<file path="config.mk">
export PLATFORM = sky130hd
export DESIGN_NAME = muldiv_unit
export DESIGN_NICKNAME = d
export VERILOG_FILES = /design/src/rtl/muldiv_unit.sv
export SDC_FILE = /design/constraint.sdc
export NUM_CORES = 1
export LEC_CHECK = 0
export CAP_MARGIN = 15
export CELL_PAD_IN_SITES_DETAIL_PLACEMENT = 1
export CELL_PAD_IN_SITES_GLOBAL_PLACEMENT = 2
export CORE_UTILIZATION = 30
export CTS_BUF_LIST = sky130_fd_sc_hd__clkbuf_8
export DETAILED_ROUTE_END_ITERATION = 8
export PLACE_DENSITY_LB_ADDON = 0.1
export SYNTH_ARGS = -nofsm -noshare
export SYNTH_HDL_FRONTEND = slang
export SYNTH_SLANG_ARGS = --single-unit
</file>
<file path="constraint.sdc">
create_clock -name clk -period 4.1 [get_ports clk]
set_input_delay 0.82 -clock clk [delete_from_list [all_inputs] [get_ports clk]]
set_output_delay 0.82 -clock clk [all_outputs]
set_load 0.02 [all_outputs]
</file>
<file path="src/rtl/muldiv_unit.sv">
// Iterative RV32M multiply/divide unit.
// Multiplication uses shift-add and division uses restoring shift-subtract.
// Each pass retires one bit per cycle.
// Divide-by-zero and signed overflow results are produced directly at accept.
//
// state | meaning
// IDLE  | waiting for start; ready=1
// CALC  | one shift-add / shift-subtract iteration per cycle
// FIX   | sign correction, result register written
// DONE  | done=1 for one cycle
module muldiv_unit #(
  parameter int XLEN = 32
) (
  input  logic            clk,
  input  logic            rst_n,
  input  logic            start,
  input  logic [2:0]      op,
  input  logic [XLEN-1:0] a,
  input  logic [XLEN-1:0] b,
  input  logic            kill,
  output logic            ready,
  output logic            done,
  output logic [XLEN-1:0] result
);

  localparam int CW = $clog2(XLEN);
  localparam logic [XLEN-1:0] MIN_NEG = {1'b1, {(XLEN-1){1'b0}}};

  localparam logic [2:0] OP_MUL    = 3'b000;
  localparam logic [2:0] OP_MULH   = 3'b001;
  localparam logic [2:0] OP_MULHSU = 3'b010;
  localparam logic [2:0] OP_MULHU  = 3'b011;
  localparam logic [2:0] OP_DIV    = 3'b100;
  localparam logic [2:0] OP_DIVU   = 3'b101;
  localparam logic [2:0] OP_REM    = 3'b110;
  localparam logic [2:0] OP_REMU   = 3'b111;

  typedef enum logic [1:0] {IDLE, CALC, FIX, DONE} state_t;

  state_t            state;
  logic [2:0]        op_q;
  logic              sa;
  logic              sb;
  logic [CW-1:0]     cnt;
  logic [2*XLEN-1:0] acc;     // mul: {partial, multiplier}; div: {remainder, dividend/quotient}
  logic [XLEN-1:0]   opnd;    // multiplicand or divisor magnitude

  logic              in_sa;
  logic              in_sb;
  logic [XLEN-1:0]   mag_a;
  logic [XLEN-1:0]   mag_b;
  logic              fast;
  logic [XLEN-1:0]   fast_res;
  logic [XLEN:0]     mul_sum;
  logic [2*XLEN-1:0] mul_next;
  logic [XLEN:0]     trial;
  logic [XLEN:0]     diff;
  logic [2*XLEN-1:0] div_next;
  logic [2*XLEN-1:0] prod;
  logic [XLEN-1:0]   quo;
  logic [XLEN-1:0]   rem;
  logic [XLEN-1:0]   fix_res;

  assign ready = (state == IDLE);
  assign done  = (state == DONE);

  // Accept-time decode: operand signs, magnitudes and the fast-path result.
  always_comb begin
    in_sa    = a[XLEN-1] & ((op == OP_MULH) | (op == OP_MULHSU) | (op == OP_DIV) | (op == OP_REM));
    in_sb    = b[XLEN-1] & ((op == OP_MULH) | (op == OP_DIV) | (op == OP_REM));
    mag_a    = in_sa ? (~a + 1'b1) : a;
    mag_b    = in_sb ? (~b + 1'b1) : b;
    fast     = 1'b0;
    fast_res = '0;
    if (op[2] && (b == '0)) begin
      fast     = 1'b1;
      fast_res = op[1] ? a : '1;
    end else if (((op == OP_DIV) || (op == OP_REM)) && (a == MIN_NEG) && (b == '1)) begin
      fast     = 1'b1;
      fast_res = op[1] ? '0 : a;
    end
  end

  // One iteration of shift-add (multiply) and restoring shift-subtract (divide).
  always_comb begin
    mul_sum  = {1'b0, acc[2*XLEN-1:XLEN]} + (acc[0] ? {1'b0, opnd} : {(XLEN+1){1'b0}});
    mul_next = {mul_sum, acc[XLEN-1:1]};
    trial    = {acc[2*XLEN-1:XLEN], acc[XLEN-1]};
    diff     = trial - {1'b0, opnd};
    if (diff[XLEN])
      div_next = {trial[XLEN-1:0], acc[XLEN-2:0], 1'b0};
    else
      div_next = {diff[XLEN-1:0], acc[XLEN-2:0], 1'b1};
  end

  // Final sign correction and result selection.
  always_comb begin
    prod    = (sa ^ sb) ? (~acc + 1'b1) : acc;
    quo     = acc[XLEN-1:0];
    rem     = acc[2*XLEN-1:XLEN];
    fix_res = '0;
    case (op_q)
      OP_MUL:                        fix_res = prod[XLEN-1:0];
      OP_MULH, OP_MULHSU, OP_MULHU:  fix_res = prod[2*XLEN-1:XLEN];
      OP_DIV:                        fix_res = (sa ^ sb) ? (~quo + 1'b1) : quo;
      OP_DIVU:                       fix_res = quo;
      OP_REM:                        fix_res = sa ? (~rem + 1'b1) : rem;
      OP_REMU:                       fix_res = rem;
      default:                       fix_res = '0;
    endcase
  end

  // Control FSM and datapath registers.
  always_ff @(posedge clk or negedge rst_n) begin
    if (!rst_n) begin
      state  <= IDLE;
      op_q   <= '0;
      sa     <= 1'b0;
      sb     <= 1'b0;
      cnt    <= '0;
      acc    <= '0;
      opnd   <= '0;
      result <= '0;
    end else begin
      case (state)
        IDLE: begin
          if (start && !kill) begin
            op_q <= op;
            sa   <= in_sa;
            sb   <= in_sb;
            cnt  <= CW'(XLEN - 1);
            if (fast) begin
              result <= fast_res;
              state  <= DONE;
            end else begin
              // multiplier and dividend both sit in the low half of acc
              acc   <= {{XLEN{1'b0}}, op[2] ? mag_a : mag_b};
              opnd  <= op[2] ? mag_b : mag_a;
              state <= CALC;
            end
          end
        end
        CALC: begin
          if (kill) begin
            state <= IDLE;
          end else begin
            acc <= op_q[2] ? div_next : mul_next;
            cnt <= cnt - 1'b1;
            if (cnt == '0)
              state <= FIX;
          end
        end
        FIX: begin
          if (!kill)
            result <= fix_res;
          state <= kill ? IDLE : DONE;
        end
        DONE: begin
          state <= IDLE;
        end
        default: state <= IDLE;
      endcase
    end
  end

endmodule

</file>
==> results of run 1 <==
area by class of cell:
cell class | instances | area, sq um | area share
Multi-Input combinational cell | 1715 | 11210 | 0.6020
Timing Repair Buffer | 273 | 2396 | 0.1287
Clock buffer | 19 | 261.5 | 0.01404
Inverter | 74 | 277.8 | 0.01491
Tap cell | 680 | 850.8 | 0.04568
Clock inverter | 13 | 118.9 | 0.006382
Sequential cell | 140 | 3507 | 0.1883
flip-flops by register name, indices dropped and copies added, names as in the netlist:
signal	count
cnt	5
result	32
sb	1
opnd	32
acc	64
sa	1
state	2
op_q	3
through the flow:
| step | util | hold slack, ns |
|---|---|---|
| final | 0.3630 | 0.1819 |
| after global routing | 0.3630 | 0.1990 |
| after CTS | 0.3629 | 0.1719 |
| after detailed placement | 0.3554 | 0.4699 |
| after global placement | 0.3554 | 0.4650 |
| after floorplan | - | 0.4498 |
metal layers:
layer,up-vias,GRT usage
li1,7785,-
met1,8169,0.3586
met2,310,0.4710
met3,67,0.03559
met4,2,0.06892
met5,-,0
cell families after synthesis:
group / after synthesis / synth area share
compound gates: 695 / 0.2816
xor+xnor: 184 / 0.1033
fa+ha+maj: 73 / 0.05950
buf+inv: 231 / 0.06030
flops: 140 / 0.2245
mux: 90 / 0.05990
simple gates: 673 / 0.2109
worst min path at each step:
| stage | end | depth (start not counted) | start | slack [ns] |
|---|---|---|---|---|
| floorplan | opnd[11] | 2 | opnd[11] | 0.45 |
| global placement | opnd[20] | 2 | opnd[20] | 0.47 |
| detailed placement | result[21] | 2 | result[21] | 0.47 |
| CTS | cnt[2] | 1 | rst_n | 0.17 |
| global route | cnt[2] | 1 | rst_n | 0.20 |
| finish | cnt[2] | 1 | rst_n | 0.18 |
power by group:
group	switching (uW)	total, uW	internal [uW]
sequential	420	2060	1640
combinational	3710	6160	2450
clock	720	1200	475
total	4850	9410	4560
cells in the mapped netlist (all sizes together), types with 17 or more instances:
| cell | count |
|---|---|
| o31ai | 33 |
| clkbuf | 120 |
| nand2b | 24 |
| nor2 | 238 |
| a21oi | 210 |
| xor2 | 66 |
| nor3 | 60 |
| or4 | 19 |
| a211oi | 22 |
| buf | 37 |
| a31oi | 22 |
| mux2 | 21 |
| nand4 | 21 |
| inv | 73 |
| a21o | 39 |
| dfrtp | 140 |
| ha | 71 |
| nor4 | 31 |
| nand3 | 20 |
| or3 | 20 |
| o21a | 17 |
| o211ai | 22 |
| o21ai | 202 |
| xnor2 | 118 |
| nand2 | 169 |
| mux2i | 69 |
| a22oi | 23 |
==> results.json, run 1 <==
{
  "htree_levels": 4,
  "cts_root_buf": "clkbuf_8",
  "yosysWarnings": 0,
  "yosys.area.top_type": "dfrtp_1",
  "fill_cells": 6268,
  "crit_slowest_cell": "or4_1",
  "fin_setup_tns_ns": 0,
  "syn_avg_cell_area_sq_um": 7.480,
  "cts_tree": "built",
  "crit_chain": "inv_1 -> ha_1 -> or3b_2 -> or4_1 -> nor4_4 -> nand3_1 -> nand2_1 -> xnor2_1 -> a221oi_1 -> nor2_1 -> a211o_1",
  "syn-cell-area_sq_um": 15600,
  "wl_per_cell_microns": 24.72,
  "grt_max_degree": 92,
  "crit_type": "flip-flop to flip-flop",
  "syn_nets": 2230,
  "required_ns": 4.57,
  "fp.dieW_microns": 230.1,
  "r2r-end": "result[16]",
  "crit_family": "simple AND/OR/NAND/NOR gates",
  "crit_end": "result[16]",
  "worst_r2r_path_depth": 11,
  "synthTopCellsByArea": "dfrtp_1 22%, a21oi_1 6.7%, xnor2_1 6.6%",
  "cp_num_buf_inv": 1,
  "preCtsSetupSlack_ns": 0.04063,
  "ir_drop_mv": 0.2563,
  "r2r_slack_ns": 0.24,
  "r2r-start": "acc[1]",
  "synthArstFlopShare": 1.000,
  "critical-path-max-stage-delay_ns": 0.57,
  "hpwlAfterDp_mm": 58.78,
  "highest_layer": "met5",
  "outcome": "finished, final reports clean",
  "hold_path.class": "input pin to async pin",
  "cts_hold_buf": 0,
  "ctsResizeCount": 0,
  "routed_wl_mm": 72.05,
  "fin_crit_ns": 3.856,
  "startpoint": "acc[1]",
  "drtPass1Iterations": 5,
  "globalplace.congestion": 0.8941,
  "crit_path_end_kind": "flip-flop",
  "antenna_found_initial": 1,
  "area_growth_syn_to_layout_pct": 19.36,
  "nets": 2365,
  "critPathLaunchType": "flip-flop",
  "synth-edff-count": 0,
  "drv_cap": 0,
  "fin_skew_ns": 0.02029,
  "dieArea_sq_um": 52930,
  "synth_top_area_frac": 0.2245,
  "routed-wl-met2_mm": 34.81,
  "num_vias": 16330,
  "wl_met3_mm": 2.350,
  "grt-ovfl-total": 0,
  "clk_latency_ns": 0.57,
  "dp_cells": 2882,
  "final-hold-violation-count": 0,
  "vias_per_cell": 5.605,
  "ys_seq_area_frac": 0.2245,
  "grt_use_total": 0.2736,
  "drt_iter0_markers": 1023,
  "layout-drive-gt1-share": 0.1271,
  "grt_setup_unrepaired": "false",
  "cp_max_fo": 5,
  "synth_ff_type": "dfrtp_1",
  "finalSetupViolCount": 0,
  "drc": 0,
  "final_common_cell": "nor2_1",
  "layout_setup_ws_ns": 0.2435,
  "initial_utilization": 0.3042,
  "clock.fmax_ghz": 0.2593,
  "cts-buffers-inserted": 17,
  "ant_nets": 0,
  "power_density_nw_per_um2": 505.4,
  "most-common-layout-cells": "238 x nor2_1, 209 x a21oi_1, 187 x o21ai_0, 167 x nand2_1, 163 x buf_4",
  "ys_ff_latch": 140,
  "grt_pass1_wl_mm": 108.6,
  "cp.depth": 11,
  "cts_setup_buffers": 0,
  "maxSlewViolCount": 0,
  "pin_count": 105,
  "p_total_uw": 9413,
  "synthDistinctLibCells": 96,
  "final_area_sq_um": 18620,
  "wl_met1_mm": 33.49,
  "dpl_cell_area_sq_um": 18240,
  "tightest_slew_ns": 1.081,
  "fp.dieH_microns": 230.1,
  "cp_data_arrival_time_ns": 4.32,
  "synth_cells": 2086,
  "cts_max_path_buffers": 2,
  "grt_pass1_vias": 16850,
  "maxSlewHeadroom": 0.2699,
  "coreArea_sq_um": 51300,
  "port-buffer-count": 104,
  "clk_pin_slew_ns": 0.10,
  "rows": 83,
  "post-route-period-util": 0.9406,
  "clock_sinks": 140,
  "diodes": 0,
  "final_cells": 2914,
  "leakage_uw": 0.007886
}
(Power assumes the default switching activity.)
==> run 2, diff against run 1 <==
Settings changed: ABC_AREA set to 1.
==> results.json, run 2 <==
{
  "outcome": "finished, final reports clean",
  "fin_skew_ns": 0.02522,
  "ys_ff_latch": 140,
  "synth_compound_area_frac": 0.1293,
  "vias_per_cell": 5.370,
  "finalSetupViolCount": 0,
  "hold_ws_ns": 0.2753,
  "pin_count": 105,
  "top_register": "acc",
  "num_vias": 24100,
  "fp.dieW_microns": 254.0,
  "fp.dieH_microns": 254.0,
  "fin_setup_tns_ns": 0,
  "synth_cells": 3558,
  "initial_utilization": 0.3030,
  "crit_type": "flip-flop to flip-flop",
  "grt_use_total": 0.3357,
  "rows": 92,
  "ir_drop_mv": 0.4360,
  "cts_tree": "built",
  "synth-edff-count": 0,
  "largestRegisters": "acc x64, opnd x32, result x32",
  "clock.fmax_ghz": 0.2906,
  "largest_reg_flops": 64,
  "syn_avg_cell_area_sq_um": 5.353,
  "cp_data_arrival_time_ns": 3.93,
  "area_growth_syn_to_layout_pct": 13.34,
  "clock_sinks": 140,
  "maxSlewViolCount": 0,
  "port-buffer-count": 104,
  "syn_nets": 3702,
  "antenna_found_initial": 2,
  "grt_pass1_wl_mm": 158.4,
  "tightest_slew_ns": 0.9998,
  "htree_levels": 4,
  "clk_pin_slew_ns": 0.09,
  "grt_setup_unrepaired": "false",
  "post-route-period-util": 0.8393,
  "nets": 3772,
  "final_cells": 4488,
  "yosysWarnings": 0,
  "r2r-start": "acc[31]",
  "synthDistinctLibCells": 45,
  "synth_ff_type": "dfrtp_1",
  "synthAdderAreaFrac": 0.04875,
  "grt_max_degree": 85,
  "cts_root_buf": "clkbuf_8",
  "crit_slowest_cell": "dfrtp_1",
  "dieArea_sq_um": 64500,
  "synthArstFlopShare": 1.000,
  "leakage_uw": 0.01117,
  "drt_iter0_markers": 1881,
  "coreArea_sq_um": 62850,
  "wl_per_cell_microns": 24.15,
  "synth_xor_area_frac": 0.03081,
  "hpwlAfterDp_mm": 90.44,
  "critPathLaunchType": "flip-flop",
  "fill_cells": 8716,
  "ant_nets": 0,
  "drtPass1Iterations": 5,
  "cp_common_cell": "nand2_1",
  "crit_path_end_kind": "flip-flop",
  "cts_max_path_buffers": 2,
  "drc": 0,
  "syn-cell-area_sq_um": 19050,
  "cts_setup_buffers": 0,
  "routed_wl_mm": 108.4,
  "synth_top_family_by_area": "simple AND/OR/NAND/NOR gates",
  "yosys.area.top_type": "nand2_1",
  "yosys-top-cells-count": "1,268 x nand2_1, 455 x inv_1, 428 x nor2_1, 388 x nand3_1, 194 x o21ai_0",
  "most-common-layout-cells": "1,267 x nand2_1, 455 x inv_1, 427 x nor2_1, 388 x nand3_1, 194 x o21ai_0",
  "maxSlewHeadroom": 0.3327,
  "dp_cells": 4455,
  "final-hold-violation-count": 0,
  "required_ns": 4.58,
  "cts_hold_buf": 0,
  "cp_max_fo": 11,
  "globalplace.congestion": 0.9699,
  "startpoint": "acc[31]",
  "ctsResizeCount": 0,
  "synth_top_area_frac": 0.2499,
  "grt_pass1_vias": 24040,
  "critical-path-max-stage-delay_ns": 0.55,
  "power_density_nw_per_um2": 845.2,
  "cts-buffers-inserted": 17,
  "synth.most_common_cell": "nand2_1",
  "synthMuxAreaShare": 0,
  "grt-ovfl-total": 0,
  "final_common_cell": "nand2_1",
  "synth_simple_gate_area_frac": 0.4855,
  "drv_cap": 0,
  "fin_crit_ns": 3.441,
  "hold_path.class": "input pin to async pin",
  "ys_seq_area_frac": 0.1839,
  "clk_latency_ns": 0.56,
  "crit_chain": "inv_1 -> ha_1 -> fa_1 -> inv_1 -> nand2_1 -> nand2_1 -> nand3_1 -> nand2_1 -> nand2_1 -> nand2_1 -> nand2_1 -> nand2_1 -> nand2_1 -> nand2_2 -> buf_4 -> nand2_1 -> nand3_1 -> nand2_1 -> nand2_1",
  "synthTopCellsByArea": "nand2_1 25%, dfrtp_1 18%, nand3_1 10%",
  "layout-drive-gt1-share": 0.04477
}
run 2: changes by cell type in the layout (fill, tap and decap cells not counted), sizes merged, moves of 31 or more:
cell,change
o31ai,-33
inv,+398
nor4,-31
buf,-105
mux2i,-69
nand3,+371
xnor2,-101
a21o,-35
a21oi,-31
nor2,+215
nand2,+1105
run 2: power by group:
group          switching (uW)  leakage, uW  internal [uW]  total [uW]
clock                     746     0.000216            576        1320
sequential               1020      0.00174           1980        3000
combinational            9850      0.00921           4080       13900
run 2: critical path: cells and delay by family, from the launching register on:
family	cells	cell delay, ns
DFF	1	0.55
and+or+nand+nor	14	1.48
adders and majority gates	2	0.74
buffers and inverters	3	0.60
run 2: path summary, 6_finish.rpt:
path | to | slack, ns | cells after the start
hold reg to reg | cnt[4] | 0.49 | 1
setup reg to reg | acc[35] | 0.66 | 19
hold / removal | cnt[4] | 0.28 | 1
min in group clk | cnt[4] | 0.49 | 1
max in group asynchronous | opnd[8] | 2.92 | 2
setup / recovery | acc[35] | 0.66 | 19
run 2: through the flow:
stage                       util  worst slack, ns  area, sq um  total power (uW)
after floorplan                -            1.547        19050             11270
after CTS                 0.3434           0.7183        21580             18050
after global placement    0.3366           0.5380        21160             16420
after detailed placement  0.3366           0.4422        21160             16660
final                     0.3435           0.6590        21590             18250
after global routing      0.3435           0.4627        21590             19720
run 2: final cells by class:
cell class	count	area (sq um)	area share
Antenna cell	1	2.502	0.0001159
Clock buffer	17	234.0	0.01084
Clock inverter	15	195.2	0.009042
Inverter	473	1775	0.08225
Multi-Input combinational cell	2828	13240	0.6132
Sequential cell	140	3505	0.1623
Tap cell	846	1059	0.04904
Timing Repair Buffer	168	1580	0.07320
run 2: metal layers:
metal / GRT usage / part of all wire
met1: 0.4671 / 0.48
met2: 0.5279 / 0.44
met3: 0.04630 / 0.053
met4: 0.1139 / 0.031
met5: 0 / 0
run 2: kinds of logic after synthesis:
group | Yosys count
xor gates and xnor gates | 67
DFF | 140
adders and majority gates | 73
AOI/OAI and AO/OA | 457
and+or+nand+nor | 2231
buffers and inverters | 590
